==> config.mk <==
export PLATFORM = sky130hd
export DESIGN_NAME = sample_ram_ctrl
export DESIGN_NICKNAME = d
export VERILOG_FILES = /design/src/rtl/sample_ram_ctrl.sv
export SDC_FILE = /design/constraint.sdc
export NUM_CORES = 1
export LEC_CHECK = 0
export ABC_AREA = 1
export CORE_MARGIN = 2
export CORE_UTILIZATION = 45
export CTS_BUF_LIST = sky130_fd_sc_hd__clkbuf_8
export CTS_CLUSTER_DIAMETER = 150
export DETAILED_ROUTE_END_ITERATION = 16
export GPL_TIMING_DRIVEN = 0
export MAX_ROUTING_LAYER = met4
export PLACE_DENSITY_LB_ADDON = 0.3
export SYNTH_ARGS = -nofsm -noshare
export SYNTH_HDL_FRONTEND = slang
export SYNTH_SLANG_ARGS = --single-unit
==> constraint.sdc <==
create_clock -name clk_in -period 2 [get_ports clk_in]
set_clock_uncertainty 0.15 [all_clocks]
set_input_delay 0.6 -clock clk_in [delete_from_list [all_inputs] [get_ports clk_in]]
set_output_delay 0.6 -clock clk_in [all_outputs]
set_load 0.05 [all_outputs]
==> src/rtl/sample_ram_ctrl.sv <==
// sample_ram_ctrl: QPI PSRAM init sequencer plus round-robin write/read arbiter for the sample RAM
//   clk_in, rst_n            : system clock, async active-low reset
//   ready                    : initialisation complete
//   wr_req/wr_addr/wr_data   : capture-path byte write, wr_ack pulses on completion
//   rd_req/rd_addr           : readback byte read, rd_data valid with rd_valid pulse
//   ram_io_out/oe/in         : nibble bus to the pads (tristates live at top level)
//   ram_clk, ram_cs_n        : PSRAM SCK and chip select
module sample_ram_ctrl #(
    parameter int ADDR_W    = 23,
    parameter int INIT_WAIT = 2048,
    parameter int DUMMY     = 6
) (
    input  logic              clk_in,
    input  logic              rst_n,
    output logic              ready,
    input  logic              wr_req,
    input  logic [ADDR_W-1:0] wr_addr,
    input  logic [7:0]        wr_data,
    output logic              wr_ack,
    input  logic              rd_req,
    input  logic [ADDR_W-1:0] rd_addr,
    output logic [7:0]        rd_data,
    output logic              rd_valid,
    output logic [3:0]        ram_io_out,
    output logic [3:0]        ram_io_oe,
    input  logic [3:0]        ram_io_in,
    output logic              ram_clk,
    output logic              ram_cs_n
);
    typedef enum logic [3:0] {RST_WAIT, EXIT_QPI, DESEL, ENTER_QPI, IDLE, CMD, ADDR, WAIT, DATA} state_t;
    state_t      r_state, r_after;
    logic [31:0] r_cnt, r_sh;
    logic [7:0]  r_wdata;
    logic [3:0]  r_rd;
    logic        r_is_wr, r_last_wr;
    logic        w_gnt_wr, w_gnt_rd, w_last;
    // write wins unless both are pending and write had the previous grant
    assign w_gnt_wr = wr_req && (!rd_req || !r_last_wr);
    assign w_gnt_rd = rd_req && !w_gnt_wr;
    // final SCK cycle of the current phase
    always_comb w_last = (r_state == ENTER_QPI) ? (r_cnt == 7) :
                         (r_state == ADDR)      ? (r_cnt == 5) :
                         (r_state == WAIT)      ? (r_cnt == DUMMY - 1) : (r_cnt == 1);
    always_ff @(posedge clk_in or negedge rst_n) begin
        if (!rst_n) begin
            r_state    <= RST_WAIT;
            r_after    <= IDLE;
            r_cnt      <= '0;
            r_sh       <= '0;
            r_wdata    <= '0;
            r_rd       <= '0;
            r_is_wr    <= 1'b0;
            r_last_wr  <= 1'b0;
            ready      <= 1'b0;
            wr_ack     <= 1'b0;
            rd_valid   <= 1'b0;
            rd_data    <= '0;
            ram_io_out <= '0;
            ram_io_oe  <= '0;
            ram_clk    <= 1'b0;
            ram_cs_n   <= 1'b1;
        end else begin
            wr_ack   <= 1'b0;
            rd_valid <= 1'b0;
            case (r_state)
                RST_WAIT: begin
                    r_cnt <= r_cnt + 1;
                    if (r_cnt == INIT_WAIT - 1) begin
                        r_cnt      <= '0;
                        r_state    <= EXIT_QPI;
                        ram_cs_n   <= 1'b0;
                        ram_io_oe  <= 4'hF;
                        ram_io_out <= 4'hF;
                        r_sh       <= 32'h5000_0000;
                    end
                end
                DESEL: begin
                    r_cnt <= r_cnt + 1;
                    if (r_cnt == 1) begin
                        r_cnt   <= '0;
                        r_state <= r_after;
                        ready   <= ready || (r_after == IDLE);
                        if (r_after == ENTER_QPI) begin
                            // 0x35 serial on io[0]: first bit now, remaining 7 left-aligned
                            ram_cs_n   <= 1'b0;
                            ram_io_oe  <= 4'h1;
                            ram_io_out <= 4'h0;
                            r_sh       <= 32'h6A00_0000;
                        end
                    end
                end
                IDLE: begin
                    if (w_gnt_wr || w_gnt_rd) begin
                        r_is_wr    <= w_gnt_wr;
                        r_last_wr  <= w_gnt_wr;
                        r_wdata    <= wr_data;
                        r_cnt      <= '0;
                        r_state    <= CMD;
                        ram_cs_n   <= 1'b0;
                        ram_io_oe  <= 4'hF;
                        ram_io_out <= w_gnt_wr ? 4'h3 : 4'hE;
                        r_sh       <= {w_gnt_wr ? 4'h8 : 4'hB, w_gnt_wr ? 24'(wr_addr) : 24'(rd_addr), 4'h0};
                    end
                end
                default: begin
                    ram_clk <= ~ram_clk;
                    // end of phase H: advance to the next nibble/bit
                    if (ram_clk) begin
                        r_cnt      <= w_last ? '0 : r_cnt + 1;
                        r_rd       <= ram_io_in;
                        r_sh       <= (r_state == ENTER_QPI) ? r_sh << 1 : r_sh << 4;
                        ram_io_out <= (r_state == ENTER_QPI) ? {3'b000, r_sh[31]} :
                                      (r_state == DATA && r_is_wr) ? r_wdata[3:0] : r_sh[31:28];
                        if (w_last && r_state == CMD) r_state <= ADDR;
                        if (w_last && r_state == WAIT) r_state <= DATA;
                        if (w_last && r_state == ADDR) begin
                            r_state    <= r_is_wr ? DATA : WAIT;
                            ram_io_out <= r_is_wr ? r_wdata[7:4] : 4'h0;
                            ram_io_oe  <= r_is_wr ? 4'hF : 4'h0;
                        end
                        if (w_last && (r_state inside {EXIT_QPI, ENTER_QPI, DATA})) begin
                            r_state    <= DESEL;
                            r_after    <= (r_state == EXIT_QPI) ? ENTER_QPI : IDLE;
                            ram_cs_n   <= 1'b1;
                            ram_io_oe  <= 4'h0;
                            ram_io_out <= 4'h0;
                        end
                        if (w_last && r_state == DATA) begin
                            wr_ack   <= r_is_wr;
                            rd_valid <= !r_is_wr;
                            if (!r_is_wr) rd_data <= {r_rd, ram_io_in};
                        end
                    end
                end
            endcase
        end
    end
endmodule
== Word level (Yosys, flattened, before mapping) ==
Index checks and enable logic that the tools add are counted.
W data, S select, Z words.
Storage, ports and cells
  register bits: 106
  input port bits: 62
  output and inout port bits: 21
  word-level logic and storage cells: 130
Cells by class
  $add $sub $neg: 1
  equality and inequality tests: 18
  multiplexer cells: 62
  bitwise operators: 3
  reductions and logical operators: 31
Operator list (count)
  $mux W32: 11
  $pmux W32 S3: 2
  $mux W4: 27
  $eq A32 B3 Y1 const B: 2
  $pmux W4 S3: 3
  $add A32 B1 Y32 const B: 1
  $eq A32 B1 Y1 const B: 1
  $eq A32 B11 Y1 const B: 1
  $mux W23: 1
  $eq A4 B3 Y1 const B: 5
  $mux W1: 15
  $eq A4 B2 Y1 const B: 3
  $reduce_and A6 Y1: 2
  $reduce_and A5 Y1: 2
  $logic_and A1 B1 Y1: 8
  $ne A2 B2 Y1 const B: 4
  $reduce_and A2 Y1: 4
  $reduce_bool A4 Y1: 2
  $reduce_bool A7 Y1: 1
  $reduce_bool A5 Y1: 1
  $eq A4 B1 Y1 const B: 1
  $eq A4 B4 Y1 const B: 1
  $logic_not A4 Y1: 1
  $reduce_and A4 Y1: 1
  other kinds (9): 15

== Longest topological paths before layout ==
  depth in word-level cells: 11
  mapped depth: 16
  depth with buffers taken out: 15

== Least setup slack after synthesis ==
No wires, ideal clock.
  path kind: input port to flip-flop
  start: in wr_req
  end: reg r_sh[21]
  library setup time: 0.116 ns
  arrival time: 1.792 ns
  slack: -0.058 ns
  stages on the path: 8
  buffers on the path: 2
  cells stage by stage: inv_1 a21oi_1 or2_1 clkbuf_1 clkbuf_1 o221ai_1 nand2_1 nand2_1
On the way
  cells in the longest elaborated chain, start to end: 6
  elaborated cells on any way between the ends: 9
  classes of those cells: eq/ne (1); mux (3); reduce/logical (5)
RTL lines
  start: declaration: line 16  | input logic wr_req,
  $logic_and A1 B1 Y1 *: line 38  | assign w_gnt_wr = wr_req && (!rd_req || !r_last_wr);
  $logic_not A1 Y1: line 39  | assign w_gnt_rd = rd_req && !w_gnt_wr;
  $logic_and A1 B1 Y1: line 39
  $logic_or A1 B1 Y1: line 93  | if (w_gnt_wr || w_gnt_rd) begin
  $ne A2 B2 Y1 (no line)
  $reduce_and A5 Y1 (no line)
  end signal: assignment: line 102  | r_sh <= {w_gnt_wr ? 4'h8 : 4'hB, w_gnt_wr ? 24'(wr_addr) : 24'(rd_addr), 4'h0};
  end signal: assignment: line 111  | r_sh <= (r_state == ENTER_QPI) ? r_sh << 1 : r_sh << 4;
  end: declaration: line 32  | logic [31:0] r_cnt, r_sh;
Every way passes the cells marked *; elsewhere a longest branch is shown, timed or not. The select of a mux whose other input is x is not followed.
A chain may end at the register's enable or synchronous reset.

== Worst setup path after layout ==
  start: reg r_state[1]
  end: reg r_cnt[2]
On the way
  cells in the longest elaborated chain, start to end: 7
  elaborated cells on any way between the ends: 15
  classes of those cells: eq/ne (6); mux (6); reduce/logical (3)
RTL lines
  start: declaration: line 31  | state_t r_state, r_after;
  start signal: assignment: line 81  | r_state <= r_after;
  start signal: assignment: line 117  | r_state <= r_is_wr ? DATA : WAIT;
  $eq A4 B3 Y1: line 43  | (r_state == WAIT) ? (r_cnt == DUMMY - 1) : (r_cnt == 1);
  $mux W1: line 43
  $mux W1: line 42  | (r_state == ADDR) ? (r_cnt == 5) :
  $mux W1: line 41  | always_comb w_last = (r_state == ENTER_QPI) ? (r_cnt == 7) :
  $mux W32: line 109  | r_cnt <= w_last ? '0 : r_cnt + 1;
  $mux W32: line 108  | if (ram_clk) begin
  $pmux W32 S3: line 65  | case (r_state)
  end signal: assignment: line 67  | r_cnt <= r_cnt + 1;
  end signal: assignment: line 78  | r_cnt <= r_cnt + 1;
  end signal: assignment: line 109
  end: declaration: line 32
Several ways; a longest one is shown, not always the timed one. The select of a mux whose other input is x is not followed.

==> impl_metrics.ini <==
[sta]
slew_violations = 0
min_period_ps = 2260
rsz0062_at_grt = true
period_share = 1.13
hold_viol = 0
worst_pin_slew_ps = 500
slew_headroom = 0.667
timing.final.ws_setup_ps = -263
clock.fmax_ghz = 0.442
setup_viol = 82

[grt]
grt_max_degree = 64
track_usage = 0.275
grt_first_pass_wirelength_um = 29900
antenna_found_initial = 0
grt_overflow = 0
grt_pass1_vias = 6101

[layout]
drive_above_1_share = 0.359
final_cell_mix = nand2_1 (151), buf_4 (88), dfrtp_1 (88)
areaGrowthSynthToFinish_pct = 54.5
layout_commonest_cell = nand2_1
n_antenna_cell = 0
nNetsFinal = 1071

[route]
drt_iter0_drc = 587
dr.pass1.iters = 6
wire_per_inst_um = 16.5
drtAntennaViolNets = 0
wirelength_um = 19600
drc = 0
vias = 6444
routed_via_density = 5.44

[critical_path]
path_buf_inv = 4
crit_slowest_cell = dfrtp_2
crit_top_cell = nor2_4
critical_path_class = flop to flop
required_ps = 2120
crit_arrival_ps = 2380
cp_max_fo = 10
path_delay_family = simple AND/OR/NAND/NOR gates
max_stage_delay_ps = 460
start_kind = flop
cp-end-kind = flop
crit_chain = nor2_4 > inv_2 > nor2_4 > buf_4 > buf_4 > nand3_4 > nand2_8 > buf_2 > nor2_1 > xor2_1 > nor2_4

[clock_network]
cts.sinks = 98
cts_root_buf = clkbuf_8
clk_pin_slew_ps = 100
cts.path.max_buffers = 2
cts_buffers = 9
cts_tree = built
cts.htree.levels = 3
clock_latency_ps = 400

[floorplanning]
die_x_um = 118
dieArea_um2 = 13800
die_y_um = 118
rows = 41
initial_core_util = 0.460
core-area_um2 = 12600
ios = 83

[yosys]
syn_avg_cell_area_um2 = 7.18
syn_area_um2 = 5800
synth-async-reset-ratio = 1.00
synthesis.nets = 872
ys_types = 48
synth_enable_flop_cells = 0
synth.ff_latch_count = 98
synth_cells = 808
ys_seq_area_frac = 0.423
synth_ff_type = dfrtp_1
ys.warnings.count = 0

[run_status]
violations = setup timing
outcome = finished with violations

[power]
p_leak_nw = 4.29
powerDensity_nw_per_um2 = 403
peakVddDrop_uv = 340
total_power_mw = 3.61

[min_path]
hp-class = input port to asynchronous set/reset pin

[placement]
dp_hpwl_um = 11400
place_ws_ps = -1040
gp_congestion = 0.980
io_buffers = 82

[flow_run]
cap_viol_max_count = 0
-- area by class of cell --
| type | count | area (um^2) |
|---|---|---|
| plain buffers | 29 | 253 |
| clock buffers | 12 | 165 |
| well taps | 172 | 215 |
| fillers | 926 | 3650 |
| clock inverters | 4 | 48.8 |
| multi-input cells | 579 | 3620 |
| flip-flops and latches | 98 | 2460 |
| repair buffers | 189 | 1800 |
| inverters | 101 | 407 |
-- power breakdown --
part / switching, mW / internal [mW]
clock: 0.735 / 0.679
sequential: 0.00704 / 1.99
combinational: 0.0848 / 0.118
-- per-stage QoR --
stage	area (um^2)	TNS [ps]	utilization	cells	hold slack, ps
after detailed placement	6870	-46440	0.545	1063	311
after CTS	8310	-10140	0.658	1164	19.5
final	8970	-14570	0.710	1184	2.99
after floorplan	5810	0	-	808	154
after global routing	8970	-22330	0.710	1184	34.5
after global placement	6850	-392030	0.543	1062	298
-- final timing paths --
check | startpoint | to | depth (start not counted) | slack [ps]
max in group asynchronous | rst_n | r_after[2] | 2 | 960
min | rst_n | r_cnt[19] | 1 | 3
min in group clk_in | r_wdata[4] | r_wdata[4] | 2 | 330
max | r_state[1] | r_cnt[2] | 11 | -260
min reg2reg | r_wdata[4] | r_wdata[4] | 2 | 330
max reg2reg | r_state[1] | r_cnt[2] | 11 | -260
-- cell usage after synthesis, types with 2 or more instances --
master | n | area share
buf_2 | 7 | 0.0060
o21a_1 | 4 | 0.0052
buf_6 | 3 | 0.0058
inv_1 | 94 | 0.061
dfrtp_1 | 96 | 0.41
a31oi_1 | 5 | 0.0054
nor3_1 | 18 | 0.016
buf_4 | 5 | 0.0065
o221ai_1 | 14 | 0.021
nand2_2 | 2 | 0.0022
clkbuf_1 | 15 | 0.0097
nor2_1 | 107 | 0.069
and2_1 | 2 | 0.0022
o211ai_1 | 3 | 0.0039
a21oi_1 | 23 | 0.020
nor3_2 | 2 | 0.0034
nor4_1 | 4 | 0.0043
nand3b_1 | 3 | 0.0039
o21ai_1 | 14 | 0.012
nand4_1 | 9 | 0.0097
nor2_4 | 4 | 0.0078
nand3_1 | 59 | 0.051
nand3_2 | 2 | 0.0034
xor2_1 | 12 | 0.018
nor2_2 | 4 | 0.0043
ha_1 | 2 | 0.0043
o22ai_1 | 2 | 0.0022
dfstp_2 | 2 | 0.0091
nand2_1 | 208 | 0.13
inv_2 | 6 | 0.0039
o21ai_0 | 56 | 0.048
xnor2_1 | 5 | 0.0075
-- logic make-up after synthesis --
kind of cell | share of synthesized area
AO/OA/AOI/OAI | 0.133
XOR/XNOR | 0.0257
adder cells (fa/ha/maj) | 0.00431
buffers and inverters | 0.0933
flip-flops | 0.423
multiplexers | 0.00172
AND/OR/NAND/NOR | 0.319
-- timing repair --
item                                    4_1_cts  5_1_grt
hold buffers                                  0        0
cloned                                        8        0
pin swaps                                    34       43
buffers inserted                             79       26
endpoints found under the setup margin      117      100
resized for setup                           222      152
-- state kept, by name (all words and copies together), names as in the netlist, 2 cells and up --
signal and count:
r_rd 4, r_after 2, r_sh 28, rd_data 8
r_wdata 8, r_cnt 32, ram_io_oe 2, r_state 4
ram_io_out 4
-- metal layers --
metal  up-vias  share of wire  track usage
li1       3013              -            -
met1      3079           0.42        0.363
met2       297           0.48        0.431
met3        55          0.066       0.0465
met4         0          0.026       0.0941
met5         -              0            -
No activity file was read; power rests on OpenSTA's default activity.
==> variant, RTL diff (same settings) <==
Set the parameter `ADDR_W` to 27 (it was 23).
--- a/src/rtl/sample_ram_ctrl.sv
+++ b/src/rtl/sample_ram_ctrl.sv
@@ -6,7 +6,7 @@
 //   ram_io_out/oe/in         : nibble bus to the pads (tristates live at top level)
 //   ram_clk, ram_cs_n        : PSRAM SCK and chip select
 module sample_ram_ctrl #(
-    parameter int ADDR_W    = 23,
+    parameter int ADDR_W    = 27,
     parameter int INIT_WAIT = 2048,
     parameter int DUMMY     = 6
 ) (
Ports: changed (resized rd_addr and wr_addr); port bits go from 83 to 91. The function was not compared with the original's and may differ.
==> variant against the unedited design <==
The flow still finishes with violations (setup timing); sequential cell count unchanged; synthesized cell count unchanged; utilization down 2.0 points; wire length about the same; setup slack worse by 100 ps; clock power up 5%; power up 2.1%; cell area down 2.7%; synthesized area up 0.60%; sequential share of layout area up 0.85 points; final cell count down 2.4%; largest cell class unchanged; highest routed layer unchanged.
==> variant: results (changes against the unedited design) <==
- The first-pass detailed-route iteration total is 7 (+1).
- The path class of the tightest hold or removal check is input pin to async pin.
- The worst path arrival time is 2490 ps (+110 ps).
- The net switching fraction of the power was 23.28% (+0.40 points).
- The post-synth net total is 880 (+0.92%).
- Sorting the synthesized cells by area gives the leading types as sky130_fd_sc_hd__dfrtp_1, sky130_fd_sc_hd__nand2_1, sky130_fd_sc_hd__nor2_1, sky130_fd_sc_hd__inv_1, sky130_fd_sc_hd__o21ai_0.
- The clock share of power is 40.1% (+1.0 points).
- In this run the critical register-to-register path is launched from r_cnt[25].
- The net count of the finished layout is 1050 (-2.0%).
- The portion of the post-synthesis area used by sequential elements was 42.04% (-0.25 points).
- By count the netlist is led by sky130_fd_sc_hd__nand2_1, sky130_fd_sc_hd__nor2_1, sky130_fd_sc_hd__dfrtp_1.
- The checks that failed: setup timing.
- The count of routing violations after the opening detailed-route iteration came to 723 (+23%).
- The via-per-instance ratio is 5.626 (+3.4%).
- The largest net degree at the start of global routing is 51 (-20%).
- The number of synthesis warnings is 0 (unchanged).
- The wire length of the first global-routing pass was 29290 um (-2.1%).
- The worst-case setup margin in the final layout was -367.2 ps (-104.3 ps).
- The number of unique standard cell types used by synthesis is 47 (-2.1%).
- The final weighted congestion in routability-driven placement is 0.9611 (-1.9%).
- The part of the power in combinational logic was 5.8% (+0.2 points).
- The maximum resistive drop on vdd is 0.8370 mV (+150%).
- The run finished, with violations left.
- The number of cells traversed by the worst register-to-register path is 14 (+3).
- The average wire length per cell after detail routing came to 16.94 um (+2.5%).
- The number of setup violations in the final report is 79 (-3.7%).
- The fraction of layout cells with a size suffix above 1 is 34.28% (-1.6 points).
- The number of global-route vias before repair was 6114 (+0.21%).
- The transition at the pin with the smallest max-transition slack is 659.8 ps (+160.1 ps).
- The mux contribution to synthesized area was 0% (-0.17 points).
- The leakage dissipation is 4.147 nW (-3.3%).
- The area share of xor/xnor cells in the synthesized design was 3.300% (+0.73 points).
- The instance area at placement is 6957 um^2 (+1.2%).
- The combined global-route utilization of all metal layers is 26.66% (-0.82 points).
- The worst stage delay on the critical path is 480 ps (+20 ps).
- The final HPWL from detailed placement was 11530 um (+1.3%).
- The largest fanout of any net on the critical path is 6 (-4).
- The complex-gate fraction of the synthesized area is 13.67% (+0.39 points).
- The post-placement worst setup slack was -843.1 ps (+196.0 ps).
- The adder and majority cell fraction of the synthesized area is 0.4285% (-0.0026 points).
- Among all stages on the critical path, the largest delay is contributed by sky130_fd_sc_hd__dfrtp_1.
- The latest clock arrival within the worst-skew pair is 400 ps (about the same).
-- variant: cell count changes in the layout (fill, tap and decap cells not counted), sizes merged, moves of 3 or more --
cell    before  now
a21oi       24   20
buf        127   99
clkbuf      28   25
inv        100  104
nand2      211  204
nor2       115  112
o21ai       70   74
xnor2        5    1
xor2        12   21
-- variant: routing by layer --
layer	track usage [%]	wire (um)	vias up
li1	-	-	2971
met1	32.55	7412	3044
met2	43.13	9548	387
met3	6.153	1750	96
met4	10.09	858	0
met5	-	0	-
-- variant: per-stage QoR --
stage | TNS (ps) | instances | power (mW) | hold slack [ps] | util [%]
2_1_floorplan | 0 | 808 | 2.069 | 154.4 | -
3_3_place_gp | -377800 | 1064 | 2.242 | 301.5 | 54.93
3_5_place_dp | -44570 | 1065 | 2.250 | 305.7 | 55.13
4_1_cts | -6751 | 1134 | 3.704 | 83.51 | 64.29
5_1_grt | -26250 | 1155 | 3.803 | 104.5 | 69.10
6_report | -20590 | 1155 | 3.692 | 62.00 | 69.10
-- variant: what timing repair did --
| action | 4_1_cts | 5_1_grt |
|---|---|---|
| cloned | 5 | 3 |
| endpoints found under the hold margin | 0 | 0 |
| setup endpoints to repair | 107 | 89 |
| hold buffers | 0 | 0 |
| buffers inserted | 50 | 22 |
| pin swaps | 39 | 28 |
| gates resized for setup | 235 | 138 |
-- variant: area by class of cell --
class                           instances  area [um^2]  share of cell area, %
Buffer                                 29        255.2                  2.927
Clock buffer                            9        123.9                  1.421
Clock inverter                          7        101.3                  1.162
Inverter                              103        420.4                  4.821
Multi-Input combinational cell        575         3571                  40.95
Sequential cell                        98         2471                  28.34
Tap cell                              172        215.2                  2.468
Timing Repair Buffer                  162         1562                  17.91
